==> config.mk <==
export PLATFORM = sky130hd
export DESIGN_NAME = perceptron_host_master
export DESIGN_NICKNAME = d
export VERILOG_FILES = /design/src/rtl/perceptron_comm_pkg.sv /design/src/rtl/perceptron_host_master_uart_tx_handshake.sv /design/src/rtl/perceptron_host_master.sv
export SDC_FILE = /design/constraint.sdc
export NUM_CORES = 1
export LEC_CHECK = 0
export CAP_MARGIN = 20
export CELL_PAD_IN_SITES_DETAIL_PLACEMENT = 0
export CELL_PAD_IN_SITES_GLOBAL_PLACEMENT = 1
export CORE_MARGIN = 2
export CORE_UTILIZATION = 25
export DETAILED_ROUTE_END_ITERATION = 7
export PLACE_DENSITY_LB_ADDON = 0.25
export SYNTH_ARGS = -nofsm -noshare
export SYNTH_HDL_FRONTEND = slang
export SYNTH_SLANG_ARGS = --single-unit
==> constraint.sdc <==
create_clock -name clk -period 2.45 [get_ports clk]
set_input_delay 0.6125 -clock clk [delete_from_list [all_inputs] [get_ports clk]]
set_output_delay 0.6125 -clock clk [all_outputs]
set_load 0.05 [all_outputs]
==> src/rtl/perceptron_comm_pkg.sv <==
// Shared constants and types for the perceptron byte protocol.
// Host master and its tx handshake import this package.
package perceptron_comm_pkg;

    localparam logic [7:0] OPC_READ          = 8'd5;
    localparam logic [7:0] OPC_WRITE_WEIGHTS = 8'd50;
    localparam logic [7:0] OPC_WRITE_INPUTS  = 8'd51;
    localparam logic [7:0] OPC_RSP_WEIGHTS   = 8'd100;
    localparam logic [7:0] OPC_RSP_INPUTS    = 8'd101;
    localparam logic [7:0] OPC_RSP_READ      = 8'd102;

    localparam int WR_FRAME_LEN = 5;
    localparam int RD_FRAME_LEN = 1;
    localparam int RD_REPLY_LEN = 6;

    typedef enum logic [1:0] {
        CMD_WR_WEIGHTS = 2'd0,
        CMD_WR_INPUTS  = 2'd1,
        CMD_READ       = 2'd2,
        CMD_RSVD       = 2'd3
    } cmd_e;

    typedef enum logic [2:0] {
        ST_IDLE,
        ST_TX,
        ST_RX_WAIT,
        ST_RX_CLR,
        ST_DONE
    } state_e;

    typedef enum logic [1:0] {
        HS_IDLE,
        HS_LOAD,
        HS_WAIT_HI,
        HS_WAIT_LO
    } hs_state_e;

endpackage

==> src/rtl/perceptron_host_master_uart_tx_handshake.sv <==
// Per-byte UART transmit handshake: load, wait busy high, wait busy low.
// byte_done_o pulses once the transmitter has gone idle again.
module uart_tx_handshake
    import perceptron_comm_pkg::*;
(
    input  logic       clk,
    input  logic       rst_n,
    input  logic [7:0] byte_i,
    input  logic       go_i,
    input  logic       tx_busy_i,
    output logic [7:0] tx_byte_o,
    output logic       tx_send_o,
    output logic       byte_done_o
);

    hs_state_e  state_q, state_d;
    logic [7:0] byte_q, byte_d;
    logic       send_q, send_d;

    always_comb begin
        state_d     = state_q;
        byte_d      = byte_q;
        send_d      = 1'b0;
        byte_done_o = 1'b0;
        unique case (state_q)
            HS_IDLE: begin
                if (go_i) begin
                    state_d = HS_LOAD;
                end
            end
            HS_LOAD: begin
                if (!tx_busy_i) begin
                    byte_d  = byte_i;
                    send_d  = 1'b1;
                    state_d = HS_WAIT_HI;
                end
            end
            HS_WAIT_HI: begin
                if (tx_busy_i) begin
                    state_d = HS_WAIT_LO;
                end
            end
            HS_WAIT_LO: begin
                if (!tx_busy_i) begin
                    byte_done_o = 1'b1;
                    state_d     = HS_IDLE;
                end
            end
            default: state_d = HS_IDLE;
        endcase
    end

    always_ff @(posedge clk or negedge rst_n) begin
        if (!rst_n) begin
            state_q <= HS_IDLE;
            byte_q  <= 8'h00;
            send_q  <= 1'b0;
        end else begin
            state_q <= state_d;
            byte_q  <= byte_d;
            send_q  <= send_d;
        end
    end

    assign tx_byte_o = byte_q;
    assign tx_send_o = send_q;

endmodule

==> src/rtl/perceptron_host_master.sv <==
// Host-side initiator: turns one command into a UART byte frame
// and, for reads, assembles the 6-byte reply.
module perceptron_host_master
    import perceptron_comm_pkg::*;
#(
    parameter int         CLK_FREQ          = 12000000,
    parameter int         RX_TIMEOUT_CYCLES = CLK_FREQ / 120,
    parameter logic [7:0] OP_READ           = OPC_READ,
    parameter logic [7:0] OP_WRITE_WEIGHTS  = OPC_WRITE_WEIGHTS,
    parameter logic [7:0] OP_WRITE_INPUTS   = OPC_WRITE_INPUTS
) (
    input  logic        clk,
    input  logic        rst_n,
    input  logic [1:0]  cmd,
    input  logic        cmd_valid,
    output logic        cmd_ready,
    input  logic [15:0] wdata1,
    input  logic [15:0] wdata2,
    output logic [7:0]  tx_byte,
    output logic        tx_send,
    input  logic        tx_busy,
    input  logic [7:0]  rx_byte,
    input  logic        rx_ready,
    output logic        rx_clear,
    output logic [15:0] rd_weight1,
    output logic [15:0] rd_weight2,
    output logic [15:0] rd_result,
    output logic        rd_valid,
    output logic        done,
    output logic        err
);

    localparam int TMO_W =
        (RX_TIMEOUT_CYCLES > 1) ? $clog2(RX_TIMEOUT_CYCLES) : 1;
    localparam logic [TMO_W-1:0] TMO_LAST =
        TMO_W'(RX_TIMEOUT_CYCLES - 1);

    state_e             state_q, state_d;
    cmd_e               cmd_q, cmd_d;
    logic [15:0]        w1_q, w1_d;
    logic [15:0]        w2_q, w2_d;
    logic [2:0]         cnt_q, cnt_d;
    logic [TMO_W-1:0]   tmo_q, tmo_d;
    logic [47:0]        shift_q, shift_d;
    logic               go_q, go_d;
    logic               clr_q, clr_d;
    logic               err_q, err_d;
    logic               rdv_q, rdv_d;
    logic [15:0]        rw1_q, rw1_d;
    logic [15:0]        rw2_q, rw2_d;
    logic [15:0]        rres_q, rres_d;

    logic [7:0] op;
    logic [7:0] frame_byte;
    logic       last_tx;
    logic       byte_done;

    always_comb begin
        op = OP_WRITE_WEIGHTS;
        if (cmd_q == CMD_WR_INPUTS) begin
            op = OP_WRITE_INPUTS;
        end else if (cmd_q == CMD_READ) begin
            op = OP_READ;
        end
    end

    always_comb begin
        frame_byte = 8'h00;
        unique case (cnt_q)
            3'd0:    frame_byte = op;
            3'd1:    frame_byte = w1_q[15:8];
            3'd2:    frame_byte = w1_q[7:0];
            3'd3:    frame_byte = w2_q[15:8];
            3'd4:    frame_byte = w2_q[7:0];
            default: frame_byte = 8'h00;
        endcase
    end

    assign last_tx = (cmd_q == CMD_READ)
        ? (cnt_q == 3'(RD_FRAME_LEN - 1))
        : (cnt_q == 3'(WR_FRAME_LEN - 1));

    always_comb begin
        state_d = state_q;
        cmd_d   = cmd_q;
        w1_d    = w1_q;
        w2_d    = w2_q;
        cnt_d   = cnt_q;
        tmo_d   = tmo_q;
        shift_d = shift_q;
        go_d    = 1'b0;
        clr_d   = 1'b0;
        err_d   = 1'b0;
        rdv_d   = 1'b0;
        rw1_d   = rw1_q;
        rw2_d   = rw2_q;
        rres_d  = rres_q;
        unique case (state_q)
            ST_IDLE: begin
                if (cmd_valid) begin
                    cmd_d = cmd_e'(cmd);
                    w1_d  = wdata1;
                    w2_d  = wdata2;
                    cnt_d = 3'd0;
                    tmo_d = '0;
                    if (cmd == CMD_RSVD) begin
                        err_d   = 1'b1;
                        state_d = ST_DONE;
                    end else begin
                        go_d    = 1'b1;
                        state_d = ST_TX;
                    end
                end
            end
            ST_TX: begin
                if (byte_done) begin
                    if (!last_tx) begin
                        cnt_d = cnt_q + 3'd1;
                        go_d  = 1'b1;
                    end else if (cmd_q == CMD_READ) begin
                        cnt_d   = 3'd0;
                        tmo_d   = '0;
                        state_d = ST_RX_WAIT;
                    end else begin
                        state_d = ST_DONE;
                    end
                end
            end
            ST_RX_WAIT: begin
                if (rx_ready) begin
                    shift_d = {shift_q[39:0], rx_byte};
                    clr_d   = 1'b1;
                    state_d = ST_RX_CLR;
                end else if (tmo_q == TMO_LAST) begin
                    err_d   = 1'b1;
                    state_d = ST_DONE;
                end else begin
                    tmo_d = tmo_q + TMO_W'(1);
                end
            end
            ST_RX_CLR: begin
                // Hold until the receiver drops ready so a byte is taken once.
                if (!rx_ready) begin
                    cnt_d = cnt_q + 3'd1;
                    tmo_d = '0;
                    if (cnt_q == 3'(RD_REPLY_LEN - 1)) begin
                        rw1_d   = shift_q[47:32];
                        rw2_d   = shift_q[31:16];
                        rres_d  = shift_q[15:0];
                        rdv_d   = 1'b1;
                        state_d = ST_DONE;
                    end else begin
                        state_d = ST_RX_WAIT;
                    end
                end
            end
            ST_DONE: state_d = ST_IDLE;
            default: state_d = ST_IDLE;
        endcase
    end

    always_ff @(posedge clk or negedge rst_n) begin
        if (!rst_n) begin
            state_q <= ST_IDLE;
            cmd_q   <= CMD_WR_WEIGHTS;
            w1_q    <= 16'h0000;
            w2_q    <= 16'h0000;
            cnt_q   <= 3'd0;
            tmo_q   <= '0;
            shift_q <= 48'h0;
            go_q    <= 1'b0;
            clr_q   <= 1'b0;
            err_q   <= 1'b0;
            rdv_q   <= 1'b0;
            rw1_q   <= 16'h0000;
            rw2_q   <= 16'h0000;
            rres_q  <= 16'h0000;
        end else begin
            state_q <= state_d;
            cmd_q   <= cmd_d;
            w1_q    <= w1_d;
            w2_q    <= w2_d;
            cnt_q   <= cnt_d;
            tmo_q   <= tmo_d;
            shift_q <= shift_d;
            go_q    <= go_d;
            clr_q   <= clr_d;
            err_q   <= err_d;
            rdv_q   <= rdv_d;
            rw1_q   <= rw1_d;
            rw2_q   <= rw2_d;
            rres_q  <= rres_d;
        end
    end

    uart_tx_handshake u_tx_hs (
        .clk         (clk),
        .rst_n       (rst_n),
        .byte_i      (frame_byte),
        .go_i        (go_q),
        .tx_busy_i   (tx_busy),
        .tx_byte_o   (tx_byte),
        .tx_send_o   (tx_send),
        .byte_done_o (byte_done)
    );

    assign cmd_ready  = (state_q == ST_IDLE);
    assign done       = (state_q == ST_DONE);
    assign err        = err_q;
    assign rd_valid   = rdv_q;
    assign rx_clear   = clr_q;
    assign rd_weight1 = rw1_q;
    assign rd_weight2 = rw2_q;
    assign rd_result  = rres_q;

endmodule

==> flow_summary.json, run 1 <==
{
  "post-place-ws_ns": 0.00847,
  "grt_usage": 0.120,
  "drv_slew": 0,
  "yosysMostFrequentCell": "dfrtp_1",
  "utilization": 0.340,
  "syn_inst": 530,
  "finalCriticalPeriod_ns": 2.32,
  "start_util": 0.255,
  "outcome": "complete, no violations",
  "grt_max_degree": 63,
  "die_h_um": 173,
  "crit_start": "tmo_q[11]$_DFFE_PN0P_",
  "yosysTopAreaCell": "dfrtp_1",
  "timing.max_cap.violations": 0,
  "ctsHtreeMaxLevel": 4,
  "post_route_cells_drive_above_1_share": 0.299,
  "synth_area_um2": 7120,
  "hold_class": "input pin to async pin",
  "first_pass_iters": 5,
  "die_w_um": 173,
  "yosys_register_bits": 168,
  "nets": 716,
  "numCtsBuffers": 17,
  "cts_hold_buf": 0,
  "synthesis.nets": 589,
  "critPathRequiredTime_ns": 2.79,
  "critPathKind": "register to register",
  "path_clk_slew_ns": 0.08,
  "cts_resized": 0,
  "synth.top_cells.by_area": "dfrtp_1, mux2_2, ha_1",
  "clock_latency_ns": 0.43,
  "setup-tns-final_ns": 0,
  "fmax_ghz": 0.432,
  "synth_ff_type": "dfrtp_1",
  "path_cells": "or4b_1 -> or4_4 -> o211ai_4 -> buf_4 -> a21oi_1 -> o21ai_0",
  "hold-worst-slack_ns": 0.158,
  "vias": 4767,
  "post_drt_via_cell_ratio": 4.54,
  "cp_max_fo": 7,
  "synth_top_cell_area_share": 0.590,
  "hold_viol_final": 0,
  "setup_viol_count_final": 0,
  "yosysWarningCount": 0,
  "wl_per_cell_um": 16.3,
  "synth-edff-count": 0,
  "worst_pin_slew_ns": 0.682,
  "grt_antenna_before_repair": 2,
  "fin_crit_sh": 0.946,
  "cts.sinks": 168,
  "async_flop_share": 1.00,
  "root_buffer": "clkbuf_16",
  "cts_tree": "yes",
  "synthDistinctLibCells": 49,
  "area_growth_syn_to_layout_pct": 33.2,
  "grt-ovfl-total": 0,
  "drc": 0,
  "cp.arrival_ns": 2.65,
  "routed_wl_um": 17100,
  "yosysSeqAreaShare": 0.590,
  "dpl.hpwl_um": 11900,
  "skew_ns": 0.0123,
  "cellLeakagePower_nw": 4.19,
  "setup.worst_path.start_class": "register",
  "drt_iter0_markers": 210,
  "reg2reg_from": "tmo_q[11]$_DFFE_PN0P_",
  "rows": 61,
  "slowest_delay_ns": 0.59,
  "synth.avg_cell_area_um2": 13.4,
  "slew_headroom": 0.542,
  "io-pin-count": 109,
  "irDropWorstVdd_mv": 0.465,
  "synthTopCellsByCount": "dfrtp_1, mux2_2, inv_1, o21ai_0, nand2_1",
  "dieArea_um2": 29800,
  "power.total_mw": 9.20,
  "cts_setup_buffers": 0,
  "grt_pass1_wl_um": 28500,
  "grt_pass1_vias": 5229,
  "max-clock-path-buffers": 2,
  "core_area_um2": 27900,
  "worst_slack_ns": 0.133,
  "rsz0062_at_grt": "false",
  "place_congestion": 0.770,
  "ant_nets": 0,
  "cp-end-kind": "register",
  "cellPowerDensity_nw_per_um2": 970,
  "worst_path_max_delay_cell": "or4b_1",
  "port-buffer-count": 108
}
-- sequential cells by signal (all words and copies together), names as in the netlist --
name               count
go_q                   1
cmd_q                  2
rd_weight2            16
w1_q                  16
cnt_q                  3
rx_clear               1
state_q                3
w2_q                  16
tmo_q                 17
u_tx_hs.state_q        2
err                    1
rd_result             16
rd_weight1            16
rd_valid               1
shift_q               48
u_tx_hs.tx_send_o      1
u_tx_hs.tx_byte_o      8
-- final timing paths --
kind | endpoint | depth (start not counted) | slack (ns)
setup / recovery | tmo_q[8]$_DFFE_PN0P_ | 6 | 0.13
min in group clk | shift_q[41]$_DFFE_PN0P_ | 1 | 0.51
hold reg to reg | shift_q[41]$_DFFE_PN0P_ | 1 | 0.51
max in group asynchronous | u_tx_hs.state_q[1]$_DFFE_PN0P_ | 2 | 1.60
setup reg to reg | tmo_q[8]$_DFFE_PN0P_ | 6 | 0.13
hold / removal | shift_q[44]$_DFFE_PN0P_ | 1 | 0.16
-- cells in the final DEF, fill, tap and decap left out, types with 3 or more instances in the layout --
cell type,synthesis,layout
dfrtp_1,168,168
mux2_2,133,133
clkdlybuf4s50_1,0,105
inv_1,18,18
o21ai_0,18,18
buf_4,0,18
nand2_1,17,17
clkbuf_16,0,17
nor2_1,14,14
a21oi_1,14,14
o21ai_1,14,14
nand3_1,12,12
ha_1,12,12
a22o_1,11,11
buf_12,0,9
nand2b_1,7,7
nor3_1,8,6
nor3b_1,4,4
a32o_1,4,4
nand4_1,4,4
a222oi_1,4,4
or3_1,4,4
clkinv_8,0,4
inv_8,0,4
nor2b_1,3,3
a221o_1,3,3
a22oi_1,3,3
clkinv_4,0,3
-- cell families (layout without fill, tap and decap cells) --
logic type	count (synthesis)	count (layout)	share of synthesized area
AO/OA/AOI/OAI	86	86	0.0835
XOR/XNOR	2	2	0.00246
adder cells (fa/ha/maj)	12	12	0.0211
buffers and inverters	43	183	0.0257
flip-flops	168	168	0.590
multiplexers	133	133	0.210
other	0	2	0
AND/OR/NAND/NOR	86	86	0.0666
-- worst max-delay path: cells and delay by family (launching register included) --
kind | cells | cell delay [ns]
AO/OA/AOI/OAI | 3 | 0.50
buffers and inverters | 1 | 0.21
flip-flops | 1 | 0.45
AND/OR/NAND/NOR | 2 | 1.07
-- where the power goes --
part           switching [mW]  internal (mW)
Sequential              0.427           3.38
Clock                    1.28           1.47
Combinational            1.34           1.30
Total                    3.05           6.15
-- metal layers --
layer,track usage,vias to the layer above,routed length [µm]
met1,0.144,2450,7250
met3,0.0475,17,1240
met5,0,-,0
met4,0.0434,0,274
li1,-,2181,-
met2,0.194,119,8390
-- through the flow --
step | instance area [µm²] | cells
floorplan | 7130 | 530
CTS | 9480 | 1048
global placement | 8870 | 1016
detailed placement | 8870 | 1016
finish | 9480 | 1050
global route | 9480 | 1050
-- layout make-up --
cell class	count	area [µm²]
multi-input cells	319	2750
diodes	2	5.00
well taps	378	473
clock buffers	18	429
inverters	18	67.6
repair buffers	133	1380
fillers	2776	18500
clock inverters	14	183
flip-flops and latches	168	4200
(Power assumes the default switching activity.)
==> run 2, diff against run 1 <==
CORE_UTILIZATION = 44   (was 25)
==> flow_summary.json, run 2 (same netlist as run 1, synthesis figures left out) <==
{
  "max-clock-path-buffers": 2,
  "routed_wl_um": 15200,
  "setup_viol_count_final": 0,
  "largest_reg_flops": 48,
  "seqCellArea_um2": 4200,
  "dieArea_um2": 17200,
  "post_drt_via_cell_ratio": 5.24,
  "finalNonFillerCells": 883,
  "cts_setup_buffers": 0,
  "dpl.hpwl_um": 10400,
  "cellPowerDensity_nw_per_um2": 971,
  "die_w_um": 131,
  "fmax_ghz": 0.440,
  "grt_pass1_vias": 4978,
  "reg2reg_from": "tmo_q[11]$_DFFE_PN0P_",
  "largest_register": "shift_q",
  "drv_slew": 0,
  "final_common_cell": "dfrtp_1",
  "area_growth_syn_to_layout_pct": 28.7,
  "clock_latency_ns": 0.43,
  "grt_max_degree": 66,
  "cp-end-kind": "register",
  "drt_iter0_markers": 347,
  "hold_viol_final": 0,
  "drc": 0,
  "nFillCells": 1292,
  "first_pass_iters": 5,
  "grt_util_met1": 0.244,
  "critPathKind": "register to register",
  "cts_hold_buf": 0,
  "finalCriticalPeriod_ns": 2.27,
  "irDropWorstVdd_mv": 0.586,
  "place_congestion": 0.808,
  "cts_resized": 0,
  "numCtsBuffers": 17,
  "place_area_um2": 8590,
  "port-buffer-count": 108,
  "placedCellCount": 851,
  "core_area_um2": 15800,
  "grt_usage": 0.188,
  "wl_per_cell_um": 17.3,
  "vias": 4623,
  "rsz0062_at_grt": "false",
  "regToRegSetupSlack_ns": 0.18,
  "gr-usage-met3": 0.0548,
  "grt.busiest_layer": "met2",
  "worst_slack_ns": 0.175,
  "ff2ff_path_depth": 5,
  "nets": 713,
  "cp.arrival_ns": 2.59,
  "post-place-ws_ns": 0.0373,
  "path_clk_slew_ns": 0.07,
  "postLayoutCellArea_um2": 9170,
  "io-pin-count": 109,
  "grt_antenna_before_repair": 0,
  "multiInputGateArea_um2": 2750,
  "root_buffer": "clkbuf_16",
  "worst_pin_slew_ns": 0.641,
  "cts.sinks": 168,
  "timing.max_cap.violations": 0,
  "cp_max_fo": 7,
  "worstReg2RegEnd": "state_q[1]$_DFFE_PN0P_",
  "post_route_cells_drive_above_1_share": 0.297,
  "fin_crit_sh": 0.929,
  "setup-tns-final_ns": 0,
  "ant_nets": 0,
  "outcome": "complete, no violations",
  "power.total_mw": 8.90,
  "grt-ovfl-total": 0,
  "grt_util_met2": 0.301,
  "slew_headroom": 0.572,
  "ctsHtreeMaxLevel": 4,
  "setup.worst_path.start_class": "register",
  "rows": 46,
  "skew_ns": 0.0107,
  "grt_pass1_wl_um": 25700,
  "top_regs": "shift_q: 48 flops, tmo_q: 17 flops",
  "cellLeakagePower_nw": 4.14,
  "start_util": 0.450,
  "hold_class": "input pin to async pin",
  "num_antenna_cells": 0,
  "final_cell_mix": "dfrtp_1, mux2_2, clkdlybuf4s50_1, buf_4",
  "die_h_um": 131,
  "cts_tree": "yes",
  "critPathRequiredTime_ns": 2.76
}
-- run 2: cell count changes in the layout (fill, tap and decap cells not counted), sizes merged --
cell and change:
buf -3, bufinv -1, clkinv -3, clkinvlp +3, diode -2, inv +1
-- run 2: routing by layer --
layer,vias to the layer above,part of all wire
met5,-,0
met4,0,0.0098
met3,12,0.060
met2,111,0.49
met1,2318,0.44
li1,2182,-
-- run 2: where the power goes --
part           leakage, nW  internal, mW  switching (mW)  total (mW)
clock                0.270          1.37            1.20        2.57
sequential            2.24          3.38           0.420        3.80
combinational         1.63          1.23            1.30        2.54
total                 4.14          5.98            2.92        8.90
-- run 2: worst max-delay path by stage --
stage,startpoint,endpoint,slack (ns),depth (start not counted)
global route,tmo_q[11]$_DFFE_PN0P_,tmo_q[10]$_DFFE_PN0P_,0.02,6
CTS,tmo_q[11]$_DFFE_PN0P_,state_q[1]$_DFFE_PN0P_,0.17,5
global placement,rx_ready,rd_weight1[14]$_DFFE_PN0P_,0.06,5
finish,tmo_q[11]$_DFFE_PN0P_,state_q[1]$_DFFE_PN0P_,0.18,5
floorplan,state_q[0]$_DFFE_PN0P_,w1_q[0]$_DFFE_PN0P_,0.04,6
detailed placement,rx_ready,tmo_q[11]$_DFFE_PN0P_,0.04,8
-- run 2: worst max-delay path, stage by stage (launching register included) --
cell and delay (ns):
dfrtp_1 0.45, or4b_1 0.61, or4_4 0.49, nand2b_2 0.19, nand3_1 0.13, mux2_2 0.29
-- run 2: through the flow --
stage               utilization  hold WS (ns)
finish                    0.579         0.102
global route              0.579         0.117
CTS                       0.579         0.114
detailed placement        0.543         0.490
global placement          0.543         0.489
floorplan                     -         0.317
-- run 2: final cells by class --
class,instances,area share
clock buffer,18,0.0479
clock inverter,14,0.0147
inverter,18,0.00737
multi-input combinational,319,0.299
sequential,168,0.459
tap,216,0.0295
timing repair buffer,130,0.142
==> run 3, diff against run 2 <==
CORE_UTILIZATION = 47   (was 44)
clock period = 2.65 ns   (was 2.45 ns; I/O delays follow)
==> flow_summary.json, run 3 (same netlist as run 1, synthesis figures left out) <==
{
  "final_cell_mix": "dfrtp_1, mux2_2, clkdlybuf4s50_1, inv_1, o21ai_0",
  "cts.sinks": 168,
  "worstReg2RegEnd": "tmo_q[10]$_DFFE_PN0P_",
  "routed_wl_um": 15000,
  "path_cells": "or4b_1 -> or4_4 -> o211ai_4 -> buf_4 -> a21oi_1 -> o21ai_0",
  "rsz0062_at_grt": "false",
  "grt_antenna_before_repair": 0,
  "drv_slew": 0,
  "top_regs": "shift_q: 48 flops, tmo_q: 17 flops",
  "skew_ns": 0.0116,
  "max-clock-path-buffers": 2,
  "vias": 4683,
  "fmax_ghz": 0.431,
  "post_route_cells_drive_above_1_share": 0.286,
  "area_growth_syn_to_layout_pct": 27.6,
  "die_w_um": 127,
  "setup.worst_path.start_class": "register",
  "cts_hold_buf": 0,
  "hold_viol_final": 0,
  "final_common_cell": "dfrtp_1",
  "nets": 706,
  "critPathKind": "register to register",
  "cellPowerDensity_nw_per_um2": 912,
  "drt_iter0_markers": 361,
  "post_drt_via_cell_ratio": 5.55,
  "reg2reg_from": "tmo_q[11]$_DFFE_PN0P_",
  "cts_resized": 0,
  "setup_viol_count_final": 0,
  "grt_pass1_wl_um": 25100,
  "grt-ovfl-total": 0,
  "first_pass_iters": 4,
  "cp_max_fo": 10,
  "worst_path_max_delay_cell": "or4b_1",
  "regToRegSetupSlack_ns": 0.33,
  "path_clk_slew_ns": 0.06,
  "cts_setup_buffers": 0,
  "utilization": 0.620,
  "cp.arrival_ns": 2.66,
  "start_util": 0.486,
  "rows": 44,
  "hold_class": "input pin to async pin",
  "place_congestion": 0.851,
  "outcome": "complete, no violations",
  "timing.max_cap.violations": 0,
  "hold-worst-slack_ns": 0.178,
  "cts_tree": "yes",
  "dpl.hpwl_um": 10200,
  "largest_reg_flops": 48,
  "cellLeakagePower_nw": 4.12,
  "cp-end-kind": "register",
  "largest_register": "shift_q",
  "root_buffer": "clkbuf_16",
  "worst_pin_slew_ns": 0.619,
  "finalCriticalPeriod_ns": 2.32,
  "numCtsBuffers": 17,
  "slowest_delay_ns": 0.60,
  "grt_usage": 0.197,
  "place_area_um2": 8500,
  "die_h_um": 127,
  "clock_latency_ns": 0.42,
  "io-pin-count": 109,
  "ant_nets": 0,
  "port-buffer-count": 108,
  "grt_max_degree": 55,
  "core_area_um2": 14600,
  "power.total_mw": 8.28,
  "setup-tns-final_ns": 0,
  "postLayoutCellArea_um2": 9090,
  "wl_per_cell_um": 17.8,
  "critPathRequiredTime_ns": 2.99,
  "slew_headroom": 0.584,
  "grt_pass1_vias": 4959,
  "ctsHtreeMaxLevel": 4,
  "fin_crit_sh": 0.876,
  "dieArea_um2": 16200,
  "num_antenna_cells": 0,
  "ff2ff_path_depth": 6,
  "irDropWorstVdd_mv": 0.646,
  "drc": 0
}
==> run 3: changes by cell type in the layout (fill, tap and decap cells not counted), sizes merged <==
cell and change:
clkinvlp -2, inv -2, buf -7, clkbuf +2
bufinv +2
==> run 3: area by class of cell <==
cell class	count	area (µm²)
Clock buffer	20	447
Tap cell	184	230
Sequential cell	168	4200
Inverter	18	67.6
Timing Repair Buffer	123	1250
Fill cell	1151	5560
Clock inverter	12	140
Multi-Input combinational cell	319	2750
==> run 3: worst max-delay path by stage <==
stage / startpoint / to / slack (ns) / cells past startpoint
after detailed placement: rx_ready / tmo_q[1]$_DFFE_PN0P_ / 0.17 / 7
after global routing: tmo_q[11]$_DFFE_PN0P_ / tmo_q[10]$_DFFE_PN0P_ / 0.23 / 6
after CTS: tmo_q[11]$_DFFE_PN0P_ / tmo_q[10]$_DFFE_PN0P_ / 0.34 / 6
after floorplan: state_q[1]$_DFFE_PN0P_ / done / 0.21 / 2
after global placement: rx_ready / rd_weight1[13]$_DFFE_PN0P_ / 0.20 / 5
final: tmo_q[11]$_DFFE_PN0P_ / tmo_q[10]$_DFFE_PN0P_ / 0.33 / 6
==> run 3: power by group <==
part | switching [mW] | internal [mW] | leakage (nW)
Combinational | 1.18 | 1.11 | 1.60
Clock | 1.04 | 1.43 | 0.283
Sequential | 0.399 | 3.12 | 2.24
Total | 2.62 | 5.66 | 4.12
==> run 3: worst max-delay path, delay by kind of cell (launching register included) <==
| kind | cells | cell delay [ns] |
|---|---|---|
| and+or+nand+nor | 2 | 1.09 |
| DFF | 1 | 0.44 |
| AOI/OAI and AO/OA | 3 | 0.49 |
| buffers and inverters | 1 | 0.23 |
==> run 3: per-stage QoR <==
step	cells	worst slack, ns
2_1_floorplan	530	0.209
5_1_grt	844	0.228
3_3_place_gp	812	0.199
3_5_place_dp	812	0.175
6_report	844	0.329
4_1_cts	844	0.337
==> run 3: layer usage <==
metal | vias to the layer above | global-route usage | part of all wire
met5 | - | 0 | 0
met4 | 0 | 0.0601 | 0.0083
met3 | 11 | 0.0662 | 0.058
met2 | 95 | 0.319 | 0.50
li1 | 2159 | - | -
met1 | 2418 | 0.253 | 0.44
